## config.mk

```make
export PLATFORM = sky130hd
export DESIGN_NAME = pc_unit_ras_flat
export DESIGN_NICKNAME = d
export VERILOG_FILES = /design/src/rtl/pc_unit_ras_if.sv /design/src/rtl/pc_unit_ras.sv /design/src/flat_wrapper.sv
export SDC_FILE = /design/constraint.sdc
export NUM_CORES = 1
export LEC_CHECK = 0
export ABC_AREA = 0
export CELL_PAD_IN_SITES_DETAIL_PLACEMENT = 1
export CELL_PAD_IN_SITES_GLOBAL_PLACEMENT = 2
export CORE_MARGIN = 3
export CORE_UTILIZATION = 41
export CTS_CLUSTER_SIZE = 20
export DETAILED_ROUTE_END_ITERATION = 8
export PLACE_DENSITY = 0.89
export SKIP_LAST_GASP = 1
export SLEW_MARGIN = 20
export SYNTH_ARGS = -nofsm -noshare
export SYNTH_HDL_FRONTEND = slang
export SYNTH_SLANG_ARGS = --single-unit
```

## constraint.sdc

```tcl
create_clock -name clk -period 8.4 [get_ports clk]
set_clock_uncertainty 0.05 [all_clocks]
set_input_delay 0.84 -clock clk [delete_from_list [all_inputs] [get_ports clk]]
set_output_delay 0.84 -clock clk [all_outputs]
set_load 0.005 [all_outputs]
```

## src/rtl/pc_unit_ras_if.sv

```systemverilog
// Fetch-side bundle of the program-counter unit: redirect/stall requests coming
// in from the later pipeline stages, and the PC / return-stack status going out.
interface pc_unit_ras_if #(
   parameter int ADDR_W    = 32,
   parameter int RAS_DEPTH = 4
);
   localparam int CNT_W = $clog2(RAS_DEPTH) + 1;

   logic              freeze;
   logic              Branch_taken;
   logic [ADDR_W-1:0] BranchAddr;
   logic              call_push;
   logic [ADDR_W-1:0] link_addr;
   logic              ret_pop;
   logic              exc_req;
   logic [ADDR_W-1:0] pc_out;
   logic [CNT_W-1:0]  ras_count;
   logic              ras_err;

   // Pipeline side: issues redirects and stalls, observes the PC.
   modport master (
      output freeze, Branch_taken, BranchAddr, call_push, link_addr, ret_pop, exc_req,
      input  pc_out, ras_count, ras_err
   );

   // PC unit side.
   modport slave (
      input  freeze, Branch_taken, BranchAddr, call_push, link_addr, ret_pop, exc_req,
      output pc_out, ras_count, ras_err
   );
endinterface

```

## src/rtl/pc_unit_ras.sv

```systemverilog
// Program-counter unit for the fetch stage with prioritised redirects
// (exception > branch > predicted return > stall > increment) and a circular
// return-address stack that overwrites its oldest entry when full.
module pc_unit_ras #(
   parameter int                ADDR_W       = 32,
   parameter int                INSTR_BYTES  = 4,
   parameter logic [ADDR_W-1:0] RESET_VECTOR = '0,
   parameter logic [ADDR_W-1:0] EXC_VECTOR   = ADDR_W'(32'd8),
   parameter int                RAS_DEPTH    = 4
) (
   input  logic         clk,
   input  logic         rst,
   pc_unit_ras_if.slave bus
);
   localparam int PTR_W = $clog2(RAS_DEPTH);
   localparam int CNT_W = PTR_W + 1;

   // Clearing the low bits keeps every PC and every stacked return address
   // aligned to the instruction size.
   localparam logic [ADDR_W-1:0] ALIGN_MASK = ~(ADDR_W'(INSTR_BYTES - 1));
   localparam logic [ADDR_W-1:0] PC_INC     = ADDR_W'(INSTR_BYTES);
   localparam logic [ADDR_W-1:0] PC_RST     = RESET_VECTOR & ALIGN_MASK;
   localparam logic [ADDR_W-1:0] PC_EXC     = EXC_VECTOR & ALIGN_MASK;
   localparam logic [CNT_W-1:0]  CNT_FULL   = CNT_W'(RAS_DEPTH);

   function automatic logic [ADDR_W-1:0] align(input logic [ADDR_W-1:0] addr);
      return addr & ALIGN_MASK;
   endfunction

   logic [ADDR_W-1:0] pc_r,  pc_nxt_s;
   logic [PTR_W-1:0]  top_r, top_nxt_s;
   logic [CNT_W-1:0]  cnt_r, cnt_nxt_s;
   logic              err_r, err_nxt_s;
   logic              push_s;
   logic [ADDR_W-1:0] push_data_s;
   logic [ADDR_W-1:0] ras_r [RAS_DEPTH];

   // Next-state selection: first matching redirect source wins, stall only blocks the increment.
   always_comb begin
      pc_nxt_s    = pc_r;
      top_nxt_s   = top_r;
      cnt_nxt_s   = cnt_r;
      err_nxt_s   = 1'b0;
      push_s      = 1'b0;
      push_data_s = align(bus.link_addr);
      if (bus.exc_req) begin
         pc_nxt_s  = PC_EXC;
         top_nxt_s = '0;
         cnt_nxt_s = '0;
      end else if (bus.Branch_taken) begin
         pc_nxt_s = align(bus.BranchAddr);
         if (bus.call_push) begin
            // Pointer wraps, so a push when full lands on the oldest entry.
            push_s    = 1'b1;
            top_nxt_s = top_r + PTR_W'(1);
            if (cnt_r == CNT_FULL) begin
               cnt_nxt_s = cnt_r;
            end else begin
               cnt_nxt_s = cnt_r + CNT_W'(1);
            end
         end else begin
            push_s = 1'b0;
         end
      end else if (bus.ret_pop && (cnt_r != '0)) begin
         pc_nxt_s  = ras_r[top_r];
         top_nxt_s = top_r - PTR_W'(1);
         cnt_nxt_s = cnt_r - CNT_W'(1);
      end else begin
         // An unserviceable return falls through to stall/increment and is flagged.
         err_nxt_s = bus.ret_pop;
         if (bus.freeze) begin
            pc_nxt_s = pc_r;
         end else begin
            pc_nxt_s = pc_r + PC_INC;
         end
      end
   end

   // PC, stack pointer, occupancy and error flag registers.
   always_ff @(posedge clk or posedge rst) begin
      if (rst) begin
         pc_r  <= PC_RST;
         top_r <= '0;
         cnt_r <= '0;
         err_r <= 1'b0;
      end else begin
         pc_r  <= pc_nxt_s;
         top_r <= top_nxt_s;
         cnt_r <= cnt_nxt_s;
         err_r <= err_nxt_s;
      end
   end

   // Stack storage: contents are meaningless until pushed, so no reset.
   always_ff @(posedge clk) begin
      if (push_s) begin
         ras_r[top_nxt_s] <= push_data_s;
      end
   end

   assign bus.pc_out    = pc_r;
   assign bus.ras_count = cnt_r;
   assign bus.ras_err   = err_r;
endmodule

```

## src/flat_wrapper.sv

```systemverilog
// flat-port wrapper written by rule: the top's interface ports become plain ports
module pc_unit_ras_flat 
#(
   parameter int                ADDR_W       = 32,
   parameter int                INSTR_BYTES  = 4,
   parameter logic [ADDR_W-1:0] RESET_VECTOR = '0,
   parameter logic [ADDR_W-1:0] EXC_VECTOR   = ADDR_W'(32'd8),
   parameter int                RAS_DEPTH    = 4
)
  (clk, rst, bus_freeze, bus_Branch_taken, bus_BranchAddr, bus_call_push, bus_link_addr, bus_ret_pop, bus_exc_req, bus_pc_out, bus_ras_count, bus_ras_err);
  pc_unit_ras_if #(.ADDR_W(ADDR_W), .RAS_DEPTH(RAS_DEPTH)) bus_i ();
  input  logic clk;
  input  logic rst;
  input wire logic [$bits(bus_i.freeze)-1:0] bus_freeze;
  input wire logic [$bits(bus_i.Branch_taken)-1:0] bus_Branch_taken;
  input wire logic [$bits(bus_i.BranchAddr)-1:0] bus_BranchAddr;
  input wire logic [$bits(bus_i.call_push)-1:0] bus_call_push;
  input wire logic [$bits(bus_i.link_addr)-1:0] bus_link_addr;
  input wire logic [$bits(bus_i.ret_pop)-1:0] bus_ret_pop;
  input wire logic [$bits(bus_i.exc_req)-1:0] bus_exc_req;
  output wire logic [$bits(bus_i.pc_out)-1:0] bus_pc_out;
  output wire logic [$bits(bus_i.ras_count)-1:0] bus_ras_count;
  output wire logic [$bits(bus_i.ras_err)-1:0] bus_ras_err;
  assign bus_i.freeze = bus_freeze;
  assign bus_i.Branch_taken = bus_Branch_taken;
  assign bus_i.BranchAddr = bus_BranchAddr;
  assign bus_i.call_push = bus_call_push;
  assign bus_i.link_addr = bus_link_addr;
  assign bus_i.ret_pop = bus_ret_pop;
  assign bus_i.exc_req = bus_exc_req;
  assign bus_pc_out = bus_i.pc_out;
  assign bus_ras_count = bus_i.ras_count;
  assign bus_ras_err = bus_i.ras_err;
  pc_unit_ras #(.ADDR_W(ADDR_W), .INSTR_BYTES(INSTR_BYTES), .RESET_VECTOR(RESET_VECTOR), .EXC_VECTOR(EXC_VECTOR), .RAS_DEPTH(RAS_DEPTH)) u_core (.clk(clk), .rst(rst), .bus(bus_i));
endmodule
```

==> summary.txt, run 1 <==
Outcome
  • Outcome: finished, final reports clean

Cells and area
  • Antenna cell count: 0
  • Fraction of layout cells with a size suffix above 1: 14.60%
  • Number of fillers in the final layout: ~1600
  • Synthesis-to-layout area growth: 26.50%
  • Finished Core Util: between 50% and 60%
  • Final Net Count: roughly 660

Detailed routing
  • Pre-Repair DR Iteration Count: 5
  • Vias per Instance: 5.889
  • First DRT Iteration DRCs: between 300 and 400
  • Per-cell routed wire length: 23.76 um
  • Post-detailed-route DRC marker count: 0
  • Final Routed Wirelength: around 19000 um
  • Number of routed nets with antenna violations: 0
  • Via count of the routed design: 4782

Logic synthesis
  • Mux cell area share after synthesis: 10.30%
  • Fraction of the yosys area taken by sequential cells: about two thirds
  • Synth Warn #: 0
  • Fraction of the mapped netlist area in simple logic gates: ~10%
  • Number of flops mapped to enable cells by yosys: 120
  • Synth Area per Inst: 14.54 sq um
  • Count of different cell masters after synthesis: 59
  • Parity-gate share of the synthesized area counting xor and xnor cells: 2.017%
  • Post-Syn Area: roughly 6900 sq um
  • Complex-gate fraction of the synthesized area: about a tenth
  • Number of flip-flops and latches in the synthesized netlist: about 160
  • Dominant combinational cell family by area after synthesis: simple AND/OR/NAND/NOR gates
  • Primary FF master, synth: edfxtp_1
  • Share of synthesized flip-flops with an asynchronous set or reset: a little under a quarter
  • Synthesized-area fraction occupied by adder cells: 0.4681%
  • Gate Count Post-Synth: around 480

Worst setup path
  • Total stage count of the critical path: 6
  • Data arrival time of the critical path: approximately 3.2 ns
  • Crit path capture type: flip-flop
  • Cell breakdown of the critical path: clkdlybuf4s50_1 -> buf_4 -> nand2_1 -> nor2_1 -> and3_1 -> buf_4
  • Crit Path Class: in -> reg
  • Register-to-Register Setup Slack: ~5.8 ns
  • Startpoint type of the worst setup path: input port
  • Cell mode on critical path: buf_4
  • Slowest library cell on the worst path: and3_1
  • Largest delay contributor family on the critical path: buffers and inverters
  • Critical Path RT: roughly 8.4 ns
  • Worst R2R Path Depth: 5
  • Sum of buffers and inverters on the critical path: 3
  • Largest driver fanout on the critical path: 28
  • Biggest cell delay along the critical path: 0.67 ns

Global routing
  • Initial antenna violation count: 0
  • Residual overflow from global routing: 0
  • First-pass GRT wire length: about 30000 um
  • Overall routing resource usage: between 20% and 30%
  • Number of global-route vias before repair: about 5100
  • Pin count of the biggest net entering global routing: 38

CTS
  • TritonCTS clock tree: done
  • Htree depth: 4
  • Maximum number of buffers from clock root to sink: 2
  • Post-cts resize count: 0
  • Post-CTS setup buffer count: 0
  • Clock buffers created by TritonCTS: 17
  • Number of clock sinks: between 150 and 200
  • Root buffer cell: clkbuf_16
  • Hold Buf Count CTS: 0
  • Clock Pin Slew Worst Setup and Hold Paths: 0.06 ns
  • Clock insertion delay at the later pin of the skew report: approximately 0.42 ns

Hold path
  • Hold WC Path Type: reg -> reg
  • Worst hold path stage count: 2

STA
  • Setup total negative slack: 0 ns
  • Final Hold Violating Endpoints: 0
  • Clock period minus worst slack: 3.149 ns
  • Portion of the clock cycle consumed by the worst path in the final layout: approximately 37%
  • Setup repair after global routing missed its margin: no
  • Number of setup violations in the final report: 0
  • Rel. slew slack: 34.48%
  • Max-slew violation total from the final report: 0
  • Highest attainable clock frequency: 317.6 MHz
  • Transition time at the pin with the least slew margin: just under 1 ns
  • Hold slack final: between 0.5 and 0.6 ns

Pwr
  • Internal power of the cells: between 0.001 and 0.0015 W
  • Sequential fraction of design power: a little under half
  • Relative contribution of combinational cells to total power: between 15 and 20%
  • Power Dens Cells: roughly 220 nW/um^2
  • NetSw: 0.0004842 W
  • Max rail drop VDD: 0.1495 mV
  • Clock share of power: 38.6%
  • Static leakage: between 3 and 4 nW
  • Fraction of power spent switching nets: between 20 and 25%

Floorplan
  • X dimension of the die: about 140 um
  • Total die area: ~19000 sq um
  • Die Height: approximately 140 um
  • Boundary pin count: about 110
  • Cell Rows: 46
  • Floorplan Core Area: around 16000 sq um
  • Starting density of the core: around 43%

Placed design
  • Final estimated routing congestion in global placement: ~0.84
  • Dpl hpwl: between 10000 and 15000 um
  • Port Buffer Count: 100

Run
  • Maximum Capacitance Violations: 0
==> cell usage after synthesis (4+ instances only) <==
cell | instances | share of area [%]
edfxtp_1 | 120 | 52
dfrtp_1 | 36 | 13
nor2_1 | 35 | 1.9
nand2_1 | 33 | 1.8
mux4_2 | 30 | 9.7
nand3_1 | 21 | 1.5
a21oi_1 | 19 | 1.4
clkbuf_1 | 16 | 0.86
o21ai_0 | 14 | 1.0
and3_1 | 11 | 0.99
inv_1 | 10 | 0.54
nand4_1 | 9 | 0.81
xnor2_1 | 9 | 1.1
a22oi_1 | 7 | 0.76
a31oi_1 | 7 | 0.63
buf_2 | 7 | 0.50
o22ai_1 | 7 | 0.63
xor2_1 | 7 | 0.88
nor3_1 | 5 | 0.36
and4_1 | 4 | 0.50
buf_4 | 4 | 0.43
mux2i_1 | 4 | 0.58
nor2b_1 | 4 | 0.36
==> layout make-up <==
cell class / instances / area (sq um) / area share, %
flip-flops and latches: 156 / 4506 / 51.25
multi-input cells: 286 / 2297 / 26.13
repair buffers: 113 / 1099 / 12.50
clock buffers: 20 / 436.7 / 4.967
well taps: 216 / 270.3 / 3.074
clock inverters: 11 / 145.1 / 1.651
inverters: 10 / 37.54 / 0.4270
==> worst register-to-register path: cells and delay by family, from the launching register on <==
family	cells	cell delay [ns]
DFF	1	0.46
and+or+nand+nor	1	0.75
AOI/OAI and AO/OA	3	0.90
buffers and inverters	1	0.29
==> state kept, by name, summed over array words and instances, names as in the netlist <==
name and count:
u_core.ras_r 120, u_core.bus.pc_out 30, u_core.bus.ras_count 3, u_core.top_r 2
u_core.bus.ras_err 1
==> cells in the final DEF, fill, tap and decap left out, types with 3 or more instances in the layout <==
master           count
bufinv_16            3
a311oi_1             3
a31o_2               3
a22oi_1              7
nor3_1               5
xnor2_1              9
mux4_2              30
nor3_2               3
and4_1               4
buf_4               13
a31oi_1              7
nand4_1              9
and3_1              11
mux2i_1              4
a211oi_1             3
edfxtp_1           120
and2_1               3
a21oi_1             19
dfrtp_1             35
a221oi_1             3
inv_1               10
xor2_1               7
nor2b_1              4
nand2_1             33
o21ai_0             14
clkbuf_16           17
o21a_1               3
o31ai_1              3
nand3_1             21
clkbuf_1             3
nor2_1              33
clkdlybuf4s50_1    100
o22ai_1              7
==> kinds of logic after synthesis <==
family | after synthesis
buffers and inverters | 37
adder cells (fa/ha/maj) | 2
flip-flops | 156
AO/OA/AOI/OAI | 95
other | 1
AND/OR/NAND/NOR | 137
XOR/XNOR | 16
multiplexers | 34
==> worst paths after layout <==
kind	endpoint	start
max in group asynchronous	u_core.top_r[0]	rst
min in group asynchronous	u_core.bus.pc_out[14]	rst
hold reg to reg	u_core.bus.pc_out[19]	u_core.bus.pc_out[19]
setup reg to reg	u_core.bus.pc_out[21]	u_core.bus.ras_count[0]
setup / recovery	u_core.ras_r[0][0]	bus_Branch_taken
hold / removal	u_core.bus.pc_out[19]	u_core.bus.pc_out[19]
==> power by group through the flow <==
stage	registers (W)	clock network, W	logic, W
floorplan	0.000911	0	0.000167
global placement	0.000917	0	0.000291
detailed placement	0.000920	0	0.000301
CTS	0.000904	0.000773	0.000304
global route	0.000909	0.000807	0.000330
finish	0.000905	0.000760	0.000303
==> per-layer routing <==
| metal | track usage [%] | up-vias | wire length (um) |
|---|---|---|---|
| met4 | 7.335 | 0 | 385 |
| li1 | - | 2104 | - |
| met5 | 0 | - | 0 |
| met2 | 34.87 | 200 | 9468 |
| met3 | 4.774 | 27 | 1128 |
| met1 | 29.78 | 2451 | 8315 |
==> stage by stage <==
stage / instance area, sq um / worst slack [ns] / power, W / cells
after floorplan: 6953 / 3.714 / 0.001078 / 479
after CTS: 8791 / 5.231 / 0.001982 / 812
final: 8791 / 5.251 / 0.001968 / 812
after global placement: 8209 / 4.886 / 0.001207 / 781
after detailed placement: 8209 / 4.801 / 0.001221 / 781
after global routing: 8791 / 5.048 / 0.002046 / 812
(Power assumes the default switching activity.)
==> inputs of run 2 (changes only) <==
- CORE_UTILIZATION: 41 -> 38
- PLACE_DENSITY: 0.89 -> 0.84
- clock period: 8.4 -> 3 ns (I/O delays scaled with it)
==> summary.txt, run 2 (synthesis results as in run 1) <==
Pwr
  • Relative contribution of combinational cells to total power: 15.2% (was 15.4%)
  • Clock share of power: 39.7% (was 38.6%)
  • Power Dens Cells: 630.4 nW/um^2 (was 223.8 nW/um^2)
  • Static leakage: 3.139 nW (was 3.053 nW)
  • Fraction of power spent switching nets: 25.75% (was 24.61%)
  • Internal power of the cells: 0.004198 W (was 0.001483 W)
  • NetSw: 0.001456 W (was 0.0004842 W)
  • Overall Power: 0.005654 W (was 0.001968 W)
  • Sequential fraction of design power: 45.1% (was 46.0%)
  • Max rail drop VDD: 0.4081 mV (was 0.1495 mV)

Cells and area
  • Multi-input gate area in the final layout: 2306 sq um (was 2297 sq um)
  • Number of fillers in the final layout: 1723 (was 1607)
  • Leading cell types in the layout, fill and taps excluded: edfxtp_1 (120), clkdlybuf4s50_1 (100), dfrtp_1 (35) (unchanged)
  • Most common cell after layout, fill and taps aside: edfxtp_1 (unchanged)
  • Area taken by flip-flops and latches: 4506 sq um (unchanged)
  • Most flop-heavy register: u_core.ras_r (unchanged)
  • Synthesis-to-layout area growth: 29.06% (was 26.50%)
  • Final Net Count: 669 (was 657)
  • Antenna cell count: 0 (unchanged)
  • Fraction of layout cells with a size suffix above 1: 16.75% (was 14.60%)
  • Max reg flops: 120 (unchanged)

Worst setup path
  • Critical Path RT: 3.31 ns (was 8.44 ns)
  • Largest driver fanout on the critical path: 7 (was 28)
  • Register-to-Register Setup Slack: 0.76 ns (was 5.82 ns)
  • Crit Path Class: reg -> reg (was in -> reg)
  • Slowest library cell on the worst path: dfrtp_1 (was and3_1)
  • Sum of buffers and inverters on the critical path: 0 (was 3)
  • Startpoint type of the worst setup path: flip-flop (was input port)
  • Worst setup path start: u_core.bus.pc_out[2] (was bus_Branch_taken)
  • Biggest cell delay along the critical path: 0.48 ns (was 0.67 ns)
  • Largest delay contributor family on the critical path: simple AND/OR/NAND/NOR gates (was buffers and inverters)
  • Crit path capture type: flip-flop (unchanged)
  • Launching point of the worst reg2reg path: u_core.bus.pc_out[2] (was u_core.bus.ras_count[0])
  • Data arrival time of the critical path: 2.55 ns (was 3.19 ns)
  • Reg-to-reg endpoint: u_core.bus.pc_out[24] (was u_core.bus.pc_out[21])
  • Worst R2R Path Depth: 6 (was 5)
  • Cell breakdown of the critical path: ha_1 -> nand3_1 -> nor3_2 -> a41oi_1 -> o31ai_1 -> o21a_1 (was clkdlybuf4s50_1 -> buf_4 -> nand2_1 -> nor2_1 -> and3_1 -> buf_4)

Floorplan
  • Boundary pin count: 107 (unchanged)
  • Cell Rows: 48 (was 46)
  • Die Height: 141.2 um (was 136.2 um)
  • Total die area: 19950 sq um (was 18550 sq um)
  • Starting density of the core: 39.49% (was 42.82%)
  • X dimension of the die: 141.2 um (was 136.2 um)
  • Floorplan Core Area: 17600 sq um (was 16230 sq um)

Placed design
  • Port Buffer Count: 100 (unchanged)
  • Final estimated routing congestion in global placement: 0.8130 (was 0.8358)
  • Dpl hpwl: 13700 um (was 12780 um)

Global routing
  • Grt met3 use: 3.867% (was 4.774%)
  • Initial antenna violation count: 0 (unchanged)
  • Residual overflow from global routing: 0 (unchanged)
  • Overall routing resource usage: 20.27% (was 21.80%)
  • Pin count of the biggest net entering global routing: 37 (was 38)
  • Met2 Resource Use GR: 32.36% (was 34.87%)
  • Met1 Resource Use GR: 27.18% (was 29.78%)
  • Number of global-route vias before repair: 5134 (was 5090)
  • GR peak layer: met2 (unchanged)
  • First-pass GRT wire length: 30190 um (was 29950 um)

STA
  • Setup repair after global routing missed its margin: no (unchanged)
  • Portion of the clock cycle consumed by the worst path in the final layout: approximately three quarters
  • Highest attainable clock frequency: around 450 MHz
  • Number of setup violations in the final report: 0 (unchanged)
  • Clock period minus worst slack: ~2.2 ns
  • Setup total negative slack: 0 ns (unchanged)
  • Rel. slew slack: 48.21% (was 34.48%)
  • Final Hold Violating Endpoints: 0 (unchanged)
  • Transition time at the pin with the least slew margin: 0.7753 ns (was 0.9800 ns)
  • Max-slew violation total from the final report: 0 (unchanged)

CTS
  • Root buffer cell: clkbuf_16 (unchanged)
  • Post-CTS setup buffer count: 0 (unchanged)
  • Htree depth: 4 (unchanged)
  • TritonCTS clock tree: done (unchanged)
  • Hold Buf Count CTS: 0 (unchanged)
  • Maximum number of buffers from clock root to sink: 2 (unchanged)
  • Clock Pin Slew Worst Setup and Hold Paths: 0.06 ns (about the same)
  • Clock buffers created by TritonCTS: 17 (unchanged)
  • Number of clock sinks: 156 (unchanged)
  • Clock insertion delay at the later pin of the skew report: 0.43 ns (was 0.42 ns)
  • Post-cts resize count: 0 (unchanged)

Detailed routing
  • Pre-Repair DR Iteration Count: 5 (unchanged)
  • Number of routed nets with antenna violations: 0 (unchanged)
  • Vias per Instance: 5.721 (was 5.889)
  • First DRT Iteration DRCs: 311 (was 360)
  • Per-cell routed wire length: 23.70 um (was 23.76 um)
  • Post-detailed-route DRC marker count: 0 (unchanged)
  • Via count of the routed design: 4771 (was 4782)
  • Final Routed Wirelength: 19760 um (was 19300 um)

Run
  • Maximum Capacitance Violations: 0 (unchanged)

Outcome
  • Outcome: finished, final reports clean (unchanged)

Hold path
  • Hold WC Path Type: in -> async (was reg -> reg)
[run 2: cell count changes in the layout (fill, tap and decap cells not counted), sizes merged]
cell	before	now
inv	11	16
clkbuf	20	18
buf	13	25
clkinv	5	3
[run 2: layout make-up]
class	count	share of cell area, %
Clock buffer	18	4.785
Tap cell	225	3.139
Clock inverter	14	2.037
Multi-Input combinational cell	286	25.71
Inverter	10	0.4185
Sequential cell	156	50.24
Timing Repair Buffer	125	13.67
[run 2: worst max path at each step]
stage	to	slack, ns	cells after the start
2_1_floorplan	u_core.ras_r[3][0]	0.26	5
3_3_place_gp	u_core.ras_r[0][13]	0.58	5
3_5_place_dp	u_core.ras_r[0][13]	0.50	5
4_1_cts	u_core.bus.pc_out[24]	0.80	6
5_1_grt	u_core.bus.pc_out[24]	0.54	6
6_report	u_core.bus.pc_out[24]	0.76	6
[run 2: power by group through the flow]
| stage | Combinational [W] | Clock (W) | Sequential [W] |
|---|---|---|---|
| 2_1_floorplan | 0.000471 | 0 | 0.00255 |
| 3_3_place_gp | 0.000840 | 0 | 0.00258 |
| 3_5_place_dp | 0.000858 | 0 | 0.00259 |
| 4_1_cts | 0.000865 | 0.00229 | 0.00255 |
| 5_1_grt | 0.000930 | 0.00239 | 0.00256 |
| 6_report | 0.000857 | 0.00225 | 0.00255 |
[run 2: stage by stage]
stage | area (sq um) | std cells | util [%] | hold slack (ns) | worst slack (ns)
finish | 8969 | 834 | 50.97 | 0.2608 | 0.7621
global route | 8969 | 834 | 50.97 | 0.3071 | 0.5383
CTS | 8969 | 834 | 50.97 | 0.2742 | 0.8014
detailed placement | 8357 | 802 | 47.49 | 0.5193 | 0.5045
global placement | 8357 | 802 | 47.49 | 0.4903 | 0.5812
floorplan | 6968 | 479 | - | 0.3489 | 0.2616
[run 2: routing by layer]
metal | up-vias | share of wire, %
met5 | - | 0
met4 | 0 | 3.1
met3 | 42 | 5.0
met2 | 160 | 49
met1 | 2441 | 43
li1 | 2128 | -
[run 2: worst reg2reg max path, delay by kind of cell (launching register included)]
kind / cells / cell delay [ns]
AO/OA/AOI/OAI: 3 / 0.70
flip-flops: 1 / 0.48
adder cells (fa/ha/maj): 1 / 0.21
AND/OR/NAND/NOR: 2 / 0.73
